===== src/rtl/kws_argmax_decision.sv =====
// KWS decision stage: streaming top-1/top-2 tracking over a frame of logits,
// per-frame argmax/margin result and a hold-count detection smoother.
module kws_argmax_decision #(
  parameter int NUM_CLASSES = 20,
  parameter int DATA_W      = 32,
  parameter int ADDR_W      = 5,
  parameter int HOLD_FRAMES = 3
) (
  input  logic              clk,
  input  logic              rst_n,
  input  logic              logit_valid,
  input  logic [DATA_W-1:0] logit_data,
  input  logic [ADDR_W-1:0] logit_addr,
  input  logic              frame_abort,
  input  logic [DATA_W-1:0] threshold,
  output logic              busy,
  output logic              result_valid,
  output logic [ADDR_W-1:0] result_class,
  output logic [DATA_W-1:0] result_max,
  output logic [DATA_W-1:0] result_margin,
  output logic              detect,
  output logic              seq_error
);

  localparam int RUN_W = $clog2(HOLD_FRAMES + 1);
  localparam logic [ADDR_W-1:0] LAST_ADDR = ADDR_W'(NUM_CLASSES - 1);
  localparam logic [RUN_W-1:0] HOLD = RUN_W'(HOLD_FRAMES);
  localparam logic [DATA_W-1:0] MOST_NEG = {1'b1, {(DATA_W-1){1'b0}}};
  localparam logic [DATA_W-1:0] MAX_POS = {1'b0, {(DATA_W-1){1'b1}}};

  typedef enum logic [1:0] {
    IDLE,
    COLLECT,
    DECIDE
  } state_t;

  state_t state_q, state_d;

  logic signed [DATA_W-1:0] max1_q, max2_q;
  logic [ADDR_W-1:0] idx_q, cnt_q, last_q;
  logic [RUN_W-1:0] run_q, run_d;

  logic take_first, take_next, seq_err_d, decide;
  logic gt1, gt2, qualify;
  logic [DATA_W:0] diff;
  logic [DATA_W-1:0] margin;

  assign busy = (state_q != IDLE);
  assign gt1 = $signed(logit_data) > max1_q;
  assign gt2 = $signed(logit_data) > max2_q;
  assign decide = (state_q == DECIDE) && !frame_abort;

  // max1 >= max2 always holds, so diff is non-negative; clip above MAX_POS
  always_comb begin
    diff = {max1_q[DATA_W-1], max1_q} - {max2_q[DATA_W-1], max2_q};
    margin = (diff[DATA_W] | diff[DATA_W-1]) ? MAX_POS : diff[DATA_W-1:0];
    qualify = (margin >= threshold);
  end

  always_comb begin
    run_d = '0;
    if (qualify) begin
      if (idx_q == last_q)
        run_d = (run_q == HOLD) ? HOLD : run_q + 1'b1;
      else
        run_d = RUN_W'(1);
    end
  end

  always_comb begin
    state_d = state_q;
    take_first = 1'b0;
    take_next = 1'b0;
    seq_err_d = 1'b0;
    if (frame_abort) begin
      state_d = IDLE;
    end else begin
      unique case (state_q)
        IDLE: begin
          if (logit_valid) begin
            if (logit_addr == '0) begin
              take_first = 1'b1;
              state_d = (NUM_CLASSES == 1) ? DECIDE : COLLECT;
            end else begin
              seq_err_d = 1'b1;
            end
          end
        end
        COLLECT: begin
          if (logit_valid) begin
            if (logit_addr == cnt_q) begin
              take_next = 1'b1;
              if (logit_addr == LAST_ADDR)
                state_d = DECIDE;
            end else begin
              seq_err_d = 1'b1;
              state_d = IDLE;
            end
          end
        end
        DECIDE: begin
          seq_err_d = logit_valid;
          state_d = IDLE;
        end
        default: state_d = IDLE;
      endcase
    end
  end

  always_ff @(posedge clk or negedge rst_n) begin
    if (!rst_n)
      state_q <= IDLE;
    else
      state_q <= state_d;
  end

  always_ff @(posedge clk or negedge rst_n) begin
    if (!rst_n) begin
      max1_q <= '0;
      max2_q <= '0;
      idx_q <= '0;
      cnt_q <= '0;
      run_q <= '0;
      last_q <= '0;
      result_valid <= 1'b0;
      result_class <= '0;
      result_max <= '0;
      result_margin <= '0;
      detect <= 1'b0;
      seq_error <= 1'b0;
    end else begin
      result_valid <= 1'b0;
      seq_error <= seq_err_d;
      if (take_first) begin
        max1_q <= $signed(logit_data);
        max2_q <= $signed(MOST_NEG);
        idx_q <= '0;
        cnt_q <= ADDR_W'(1);
      end
      // strict compares keep the lower index on ties
      if (take_next) begin
        if (gt1) begin
          max2_q <= max1_q;
          max1_q <= $signed(logit_data);
          idx_q <= logit_addr;
        end else if (gt2) begin
          max2_q <= $signed(logit_data);
        end
        cnt_q <= cnt_q + 1'b1;
      end
      if (decide) begin
        result_valid <= 1'b1;
        result_class <= idx_q;
        result_max <= max1_q;
        result_margin <= margin;
        run_q <= run_d;
        last_q <= idx_q;
        detect <= (run_d == HOLD);
      end
      if (frame_abort) begin
        run_q <= '0;
        detect <= 1'b0;
      end
    end
  end

endmodule

===== config.mk =====
export PLATFORM = sky130hd
export DESIGN_NAME = kws_argmax_decision
export DESIGN_NICKNAME = d
export VERILOG_FILES = /design/src/rtl/kws_argmax_decision.sv
export SDC_FILE = /design/constraint.sdc
export NUM_CORES = 1
export LEC_CHECK = 0
export CELL_PAD_IN_SITES_DETAIL_PLACEMENT = 1
export CELL_PAD_IN_SITES_GLOBAL_PLACEMENT = 1
export CORE_ASPECT_RATIO = 1.5
export CORE_MARGIN = 2
export CORE_UTILIZATION = 46
export DETAILED_ROUTE_END_ITERATION = 8
export HOLD_SLACK_MARGIN = 0.08
export PLACE_DENSITY_LB_ADDON = 0.3
export RECOVER_POWER = 100
export SETUP_SLACK_MARGIN = 0.5
export SLEW_MARGIN = 20
export SYNTH_ARGS = -nofsm -noshare
export SYNTH_HDL_FRONTEND = slang
export SYNTH_SLANG_ARGS = --single-unit

===== constraint.sdc =====
create_clock -name clk -period 7.1 [get_ports clk]
set_input_delay 1.42 -clock clk [delete_from_list [all_inputs] [get_ports clk]]
set_output_delay 1.42 -clock clk [all_outputs]
set_load 0.1 [all_outputs]

==> results.cfg, run 1 <==
[run_status]
outcome = complete, but fails checks
violations = max-capacitance violations, max-slew violations

[die]
coreArea_sq_um = 22300
io_pins = 146
die_w_um = 127.0
initial_utilization_pct = 46.85
die_height_um = 188.6
rows = 67
die-area_sq_um = 23960

[clock_network]
insertion_delay_ns = 0.45
postCtsHoldBufs = 0
clockBufferDepth = 2
ctsResizeCount = 0
clockRootBuffer = clkbuf_16
htree_num_levels = 4
cts_tree = yes
cts_buffers = 17
clock-sinks = 150
path_clk_slew_ns = 0.07
postCtsSetupRepairBufs = 0

[placement]
place_hpwl_um = 24750
portBuffers = 145
dpl-instance-area_sq_um = 12100
place.gp.congestion = 0.8913

[global_routing]
grt_usage_pct = 28.93
grt_pass1_vias = 10460
grt_pass1_wl_um = 54460
antenna_found_initial = 0
grt_remaining_overflow = 0
grt_max_degree = 94

[route]
drc_errors = 0
vias = 9403
via_per_inst = 6.118
drt.antenna.violating_nets = 0
routed_wl_um = 33840
drt_pass1_iterations = 5
wl_per_cell_um = 22.01
drtIter0Drc = 404

[cells_and_area]
synthToLayoutAreaGrowth_pct = 21.12
finalNetCount = 1451
fillCellCount = 2555
stdcell_area_sq_um = 12650
n_antenna_cell = 0
drive_above_1_share_pct = 7.058
multiInputGateArea_sq_um = 6070
regArea_sq_um = 3754

[critical_path]
worstPathMaxFanout = 32
path_depth = 18
critPathKind = register to register
slowest_stage = mux2_1
r2r_cells = 18
path_buf_inv = 1
crit_path_max_incr_delay_ns = 0.88
start_kind = register
cp_top_family = compound AO/OA/AOI/OAI gates
crit_arrival_ns = 6.25
crit_chain = ha_1 -> and3_1 -> o211ai_1 -> a21oi_1 -> nor4b_1 -> o41ai_1 -> a41oi_1 -> mux2_1 -> buf_4 -> nand2_1 -> ha_1 -> nand4_1 -> or2_2 -> nor2_1 -> nand2_1 -> o21ai_0 -> a21boi_0 -> a2111oi_0
cp_data_required_time_ns = 7.41
cp-end-kind = register

[timing]
skew_ns = 0.01396
slew_headroom_pct = -123.0
finalSetupViolCount = 0
period_share_pct = 83.60
fin_crit_ns = 5.935
fmax_mhz = 168.5
holdWs_ns = 0.4859
tightest_slew_ns = 3.345
rsz0062_at_grt = no
setup-tns-final_ns = 0
drv_slew = 165
finalHoldViolCount = 0

[synth]
synthAdderAreaFrac_pct = 15.64
yosysSeqAreaShare_pct = 35.93
yosysUniqueCellTypes = 66
synth_area_sq_um = 10450
synth_compound_area_share_pct = 20.88
synth_top_cell_by_area = dfrtp_1
synth_ff_type = dfrtp_1
synth-seq-cells = 150
synth-async-reset-ratio_pct = 100.0
synth_edf_count = 0
synth_xor_area_share_pct = 3.270
synth_top_family_by_area = compound AO/OA/AOI/OAI gates
synth_top_area_share_pct = 35.93
yosys_warnings = 0
synth_area_leaders = dfrtp_1 (36%), ha_1 (15%), mux2_2 (4.2%), inv_1 (3.8%), a21o_1 (3.4%)
synthMuxAreaShare_pct = 4.539
synth_nets = 1336
avgSynthCellArea_sq_um = 9.220
synth-simple-area-share_pct = 13.57
synth_cells = 1133

[pwr]
switching_share_pct = 40.60
p_sw_w = 0.001401
ir_drop_uv = 196.8
p_clk_share_pct = 26.8
total_leakage_power_nw = 6.324
p_comb_share_pct = 44.2
p_total_w = 0.003451
p_per_area_nw_per_um2 = 272.8
p_int_w = 0.002050
seqPwrFrac_pct = 29.0

[worst_hold_path]
min_path_cells = 2
hold_class = register to register

[job]
cap_violations = 3
==> final cells by class <==
class | count | share of cell area (%)
inverters | 107 | 3.174
flip-flops and latches | 150 | 29.67
well taps | 276 | 2.729
multi-input cells | 822 | 47.97
repair buffers | 150 | 11.83
clock inverters | 12 | 1.019
clock buffers | 20 | 3.610
==> power groups by stage <==
stage | Clock (W) | Sequential [W] | Combinational, W
after floorplan | 0 | 0.000980 | 0.00108
after global placement | 0 | 0.00101 | 0.00145
after detailed placement | 0 | 0.00101 | 0.00151
after CTS | 0.000934 | 0.00100 | 0.00153
after global routing | 0.000972 | 0.00101 | 0.00170
final | 0.000925 | 0.00100 | 0.00152
==> metrics by stage <==
| step | setup WS [ns] | util, % | std cells |
|---|---|---|---|
| global route | 0.5229 | 56.74 | 1537 |
| CTS | 1.618 | 56.90 | 1537 |
| finish | 1.165 | 56.74 | 1537 |
| floorplan | 2.721 | - | 1133 |
| global placement | 1.747 | 54.28 | 1505 |
| detailed placement | 1.611 | 54.28 | 1505 |
==> cell usage after synthesis, drive strengths merged (6+ instances only) <==
master and number:
a21o 48, a21oi 64, a221o 32, a221oi 6
a31oi 34, and3 6, buf 14, clkbuf 40
dfrtp 150, ha 129, inv 107, mux2 40
nand2 78, nand2b 13, nand3 14, nand4 26
nor2 67, nor2b 9, nor3 12, nor4 34
o211ai 10, o21ai 98, xnor2 17, xor2 22
==> worst reg2reg max path: cells and delay by family, from the launching register on <==
kind	cells	cell delay [ns]
compound gates	7	2.23
mux	1	0.88
buf+inv	1	0.45
simple gates	7	1.06
fa+ha+maj	2	0.76
flops	1	0.43
==> state kept, by name, summed over array words and instances (netlist names) <==
register / cells
seq_error: 1
idx_q: 5
result_valid: 1
cnt_q: 5
max2_q: 32
result_margin: 32
detect: 1
last_q: 5
result_max: 32
state_q: 2
run_q: 2
max1_q: 32
==> kinds of logic after synthesis <==
logic type	after synthesis
other cells	1
buf+inv	161
flops	150
xor+xnor	39
fa+ha+maj	130
simple gates	281
mux	42
compound gates	329
==> per-layer routing <==
layer  vias up  wire, um  track usage [%]
li1       4361         -                -
met1      4700     11820            29.36
met2       238     19300            56.29
met3       104      1056            4.287
met4         0      1658            14.50
met5         -         0                0
==> placed cells by master (no fill, tap or decap), types with 3 or more instances in the layout <==
| cell | count |
|---|---|
| dfrtp_1 | 150 |
| ha_1 | 129 |
| inv_1 | 107 |
| o21ai_0 | 88 |
| nand2_1 | 78 |
| dlygate4sd3_1 | 75 |
| clkdlybuf4s50_1 | 69 |
| nor2_1 | 66 |
| a21oi_1 | 63 |
| a21o_1 | 48 |
| mux2_2 | 38 |
| a31oi_1 | 34 |
| nor4_1 | 34 |
| a221o_1 | 32 |
| nand4_1 | 26 |
| xor2_1 | 22 |
| xnor2_1 | 17 |
| clkbuf_16 | 17 |
| nand3_1 | 14 |
| nand2b_1 | 13 |
| o211ai_1 | 10 |
| nor3_1 | 10 |
| o21ai_1 | 9 |
| nor2b_1 | 9 |
| and3_1 | 6 |
| a221oi_1 | 5 |
| a21boi_0 | 4 |
| a2111oi_0 | 4 |
| clkinv_2 | 4 |
| and2_1 | 3 |
| o21a_1 | 3 |
| nor4b_1 | 3 |
| o22ai_1 | 3 |
| a211o_1 | 3 |
| o31ai_1 | 3 |
| and4_1 | 3 |
| clkinv_4 | 3 |
| clkinvlp_4 | 3 |
==> path summary, 6_finish.rpt <==
| kind | start | endpoint | slack [ns] |
|---|---|---|---|
| worst max-delay path | max1_q[10] | run_q[0] | 1.16 |
| worst min-delay path | detect | detect | 0.49 |
| worst max register to register | max1_q[10] | run_q[0] | 1.16 |
| worst min register to register | detect | detect | 0.49 |
| max in group asynchronous | rst_n | last_q[0] | 2.34 |
| min in group asynchronous | rst_n | result_max[6] | 1.06 |
No activity file was read; power rests on OpenSTA's default activity.
==> run 2: changes to the inputs <==
--- a/config.mk
+++ b/config.mk
@@ -9,7 +9,7 @@
 export CELL_PAD_IN_SITES_GLOBAL_PLACEMENT = 1
 export CORE_ASPECT_RATIO = 1.5
 export CORE_MARGIN = 2
-export CORE_UTILIZATION = 46
+export CORE_UTILIZATION = 43
 export DETAILED_ROUTE_END_ITERATION = 8
 export HOLD_SLACK_MARGIN = 0.08
 export PLACE_DENSITY_LB_ADDON = 0.3
==> constraint.sdc (replaced) <==
create_clock -name clk -period 5.85 [get_ports clk]
set_input_delay 1.17 -clock clk [delete_from_list [all_inputs] [get_ports clk]]
set_output_delay 1.17 -clock clk [all_outputs]
set_load 0.1 [all_outputs]
==> run 2 against run 1 <==
  * The run still ends with max-capacitance violations, max-slew violations left
  * Combinational power rose by 26%
  * Flip-flop and latch count unchanged
  * Cell area increased by 1.3%
  * Total power is 26% higher
  * Non-clock buffer count is 4 higher
  * First-iteration DRC count grew 0.25%
==> results.cfg, run 2 (synthesis results as in run 1) <==
[clock_network]
path_clk_slew_ns = 0.06
insertion_delay_ns = 0.44
cts_buffers = 17
clock-sinks = 150
postCtsSetupRepairBufs = 0
htree_num_levels = 4
clockBufferDepth = 2
cts_tree = yes
clockRootBuffer = clkbuf_16

[placement]
portBuffers = 145
place.gp.congestion = 0.8811
pre_cts_ws_ns = 0.3969
place_hpwl_um = 25430

[die]
die-area_sq_um = 25580
die_height_um = 194.9
die_w_um = 131.3
rows = 69
io_pins = 146
initial_utilization_pct = 43.84
coreArea_sq_um = 23830

[route]
drtIter0Drc = 405
drt_pass1_iterations = 5
wl_per_cell_um = 21.67
drt.antenna.violating_nets = 0
via_per_inst = 5.956
routed_wl_um = 34320
drc_errors = 0
vias = 9434

[timing]
slew_headroom_pct = -73.82
finalSetupViolCount = 0
setup-tns-final_ns = 0
setup_ws_ns = 0.5647
period_share_pct = 90.35
rsz0062_at_grt = no
fin_crit_ns = 5.285
finalHoldViolCount = 0
drv_slew = 195
skew_ns = 0.01003
fmax_mhz = 189.2
holdWs_ns = 0.4988
tightest_slew_ns = 2.607

[worst_hold_path]
min_path_cells = 1
holdCritStartpoint = result_max[23]
hold_class = register to register
min_to = result_max[23]

[cells_and_area]
synthToLayoutAreaGrowth_pct = 22.70
final_common_cell = dfrtp_1
n_antenna_cell = 0
finalNetCount = 1457
drive_above_1_share_pct = 7.589
layout_common_cells = dfrtp_1 (150), ha_1 (129), inv_1 (107)
fin_util_pct = 53.79
fillCellCount = 2769

[pwr]
p_comb_share_pct = 44.2
ir_drop_uv = 261.8
switching_share_pct = 39.48
p_int_w = 0.002628
total_leakage_power_nw = 6.394
p_per_area_nw_per_um2 = 338.9
p_sw_w = 0.001715
p_clk_share_pct = 27.9
seqPwrFrac_pct = 27.9

[global_routing]
grt_remaining_overflow = 0
antenna_found_initial = 0
grt_usage_pct = 26.68
grt_max_degree = 100
gr-usage-met3_pct = 4.199
grt_pass1_wl_um = 53830
grt_use_met1_pct = 26.20
grt.busiest_layer = met2
grt_pass1_vias = 10280
grt_util_met2_pct = 52.85

[critical_path]
setup.worst_path.start = logit_addr[4]
cp-end-kind = register
reg2reg_from = max1_q[4]
cp_data_required_time_ns = 6.17
critPathKind = primary input to register
r2r_cells = 18
crit_arrival_ns = 5.61
worstPathMaxFanout = 31
regToRegSetupSlack_ns = 0.69
r2r_end = run_q[0]
start_kind = primary input

[job]
cap_violations = 2

[run_status]
outcome = complete, but fails checks
violations = max-capacitance violations, max-slew violations
## run 2: cell count changes in the layout (fill, tap and decap cells not counted), sizes merged
cell      change
clkinvlp      -1
clkinv        -5
bufinv        +3
clkbuf        +2
mux2          +2
buf           +3
## run 2: how the worst max path moves through the flow
stage | end | slack, ns | depth (start not counted)
after detailed placement | run_q[0] | 0.40 | 19
after floorplan | run_q[0] | 1.47 | 20
final | max2_q[20] | 0.56 | 10
after global placement | run_q[0] | 0.68 | 18
after global routing | max2_q[20] | 0.34 | 10
after CTS | run_q[0] | 0.56 | 17
## run 2: metal layers
| metal | vias to the layer above | wire (um) |
|---|---|---|
| met3 | 93 | 1112 |
| met5 | - | 0 |
| met2 | 234 | 19500 |
| li1 | 4378 | - |
| met4 | 0 | 1601 |
| met1 | 4729 | 12110 |
## run 2: layout make-up
| cell class | count | area, sq um | area share, % |
|---|---|---|---|
| Multi-Input combinational cell | 824 | 6093 | 47.54 |
| Sequential cell | 150 | 3754 | 29.29 |
| Timing Repair Buffer | 154 | 1534 | 11.97 |
| Clock buffer | 21 | 460.4 | 3.592 |
| Inverter | 107 | 401.6 | 3.134 |
| Tap cell | 319 | 399.1 | 3.114 |
| Clock inverter | 9 | 175.2 | 1.367 |
## run 2: timing repair
| action | in CTS | in global routing |
|---|---|---|
| hold buffers | 0 | 0 |
| endpoints found under the setup margin | 3 | 3 |
| pin swaps | 0 | 0 |
| resized for setup | 1 | 4 |
| gates cloned | 0 | 2 |
## run 2: through the flow
step	power (W)	instance area (sq um)	instances
floorplan	0.002495	10450	1133
global placement	0.003020	12200	1552
detailed placement	0.003093	12200	1552
CTS	0.004331	12840	1582
global route	0.004600	12820	1584
finish	0.004343	12820	1584
## run 2: worst max-delay path, cell delays in order
cell and delay (ns):
dlygate4sd3_1 0.61, xnor2_1 0.21, nand4_1 0.15, nor4b_1 0.98, nand2b_1 0.66, or3b_2 0.61, mux2i_1 0.32, buf_4 0.43
nor4_1 0.13, a221o_1 0.32
## run 2: power by group through the flow
stage / Sequential (W) / Combinational [W] / Clock (W)
2_1_floorplan: 0.00119 / 0.00130 / 0
3_3_place_gp: 0.00123 / 0.00179 / 0
3_5_place_dp: 0.00123 / 0.00186 / 0
4_1_cts: 0.00121 / 0.00189 / 0.00123
5_1_grt: 0.00122 / 0.00212 / 0.00126
6_report: 0.00121 / 0.00192 / 0.00121
==> run 3: changes to the inputs <==
--- a/config.mk
+++ b/config.mk
@@ -15,7 +15,7 @@
 export PLACE_DENSITY_LB_ADDON = 0.3
 export RECOVER_POWER = 100
 export SETUP_SLACK_MARGIN = 0.5
-export SLEW_MARGIN = 20
+export SLEW_MARGIN = 5
 export SYNTH_ARGS = -nofsm -noshare
 export SYNTH_HDL_FRONTEND = slang
 export SYNTH_SLANG_ARGS = --single-unit
==> results of run 3 <==
Same layout as run 2: the final DEF is identical, and so are final timing and power.
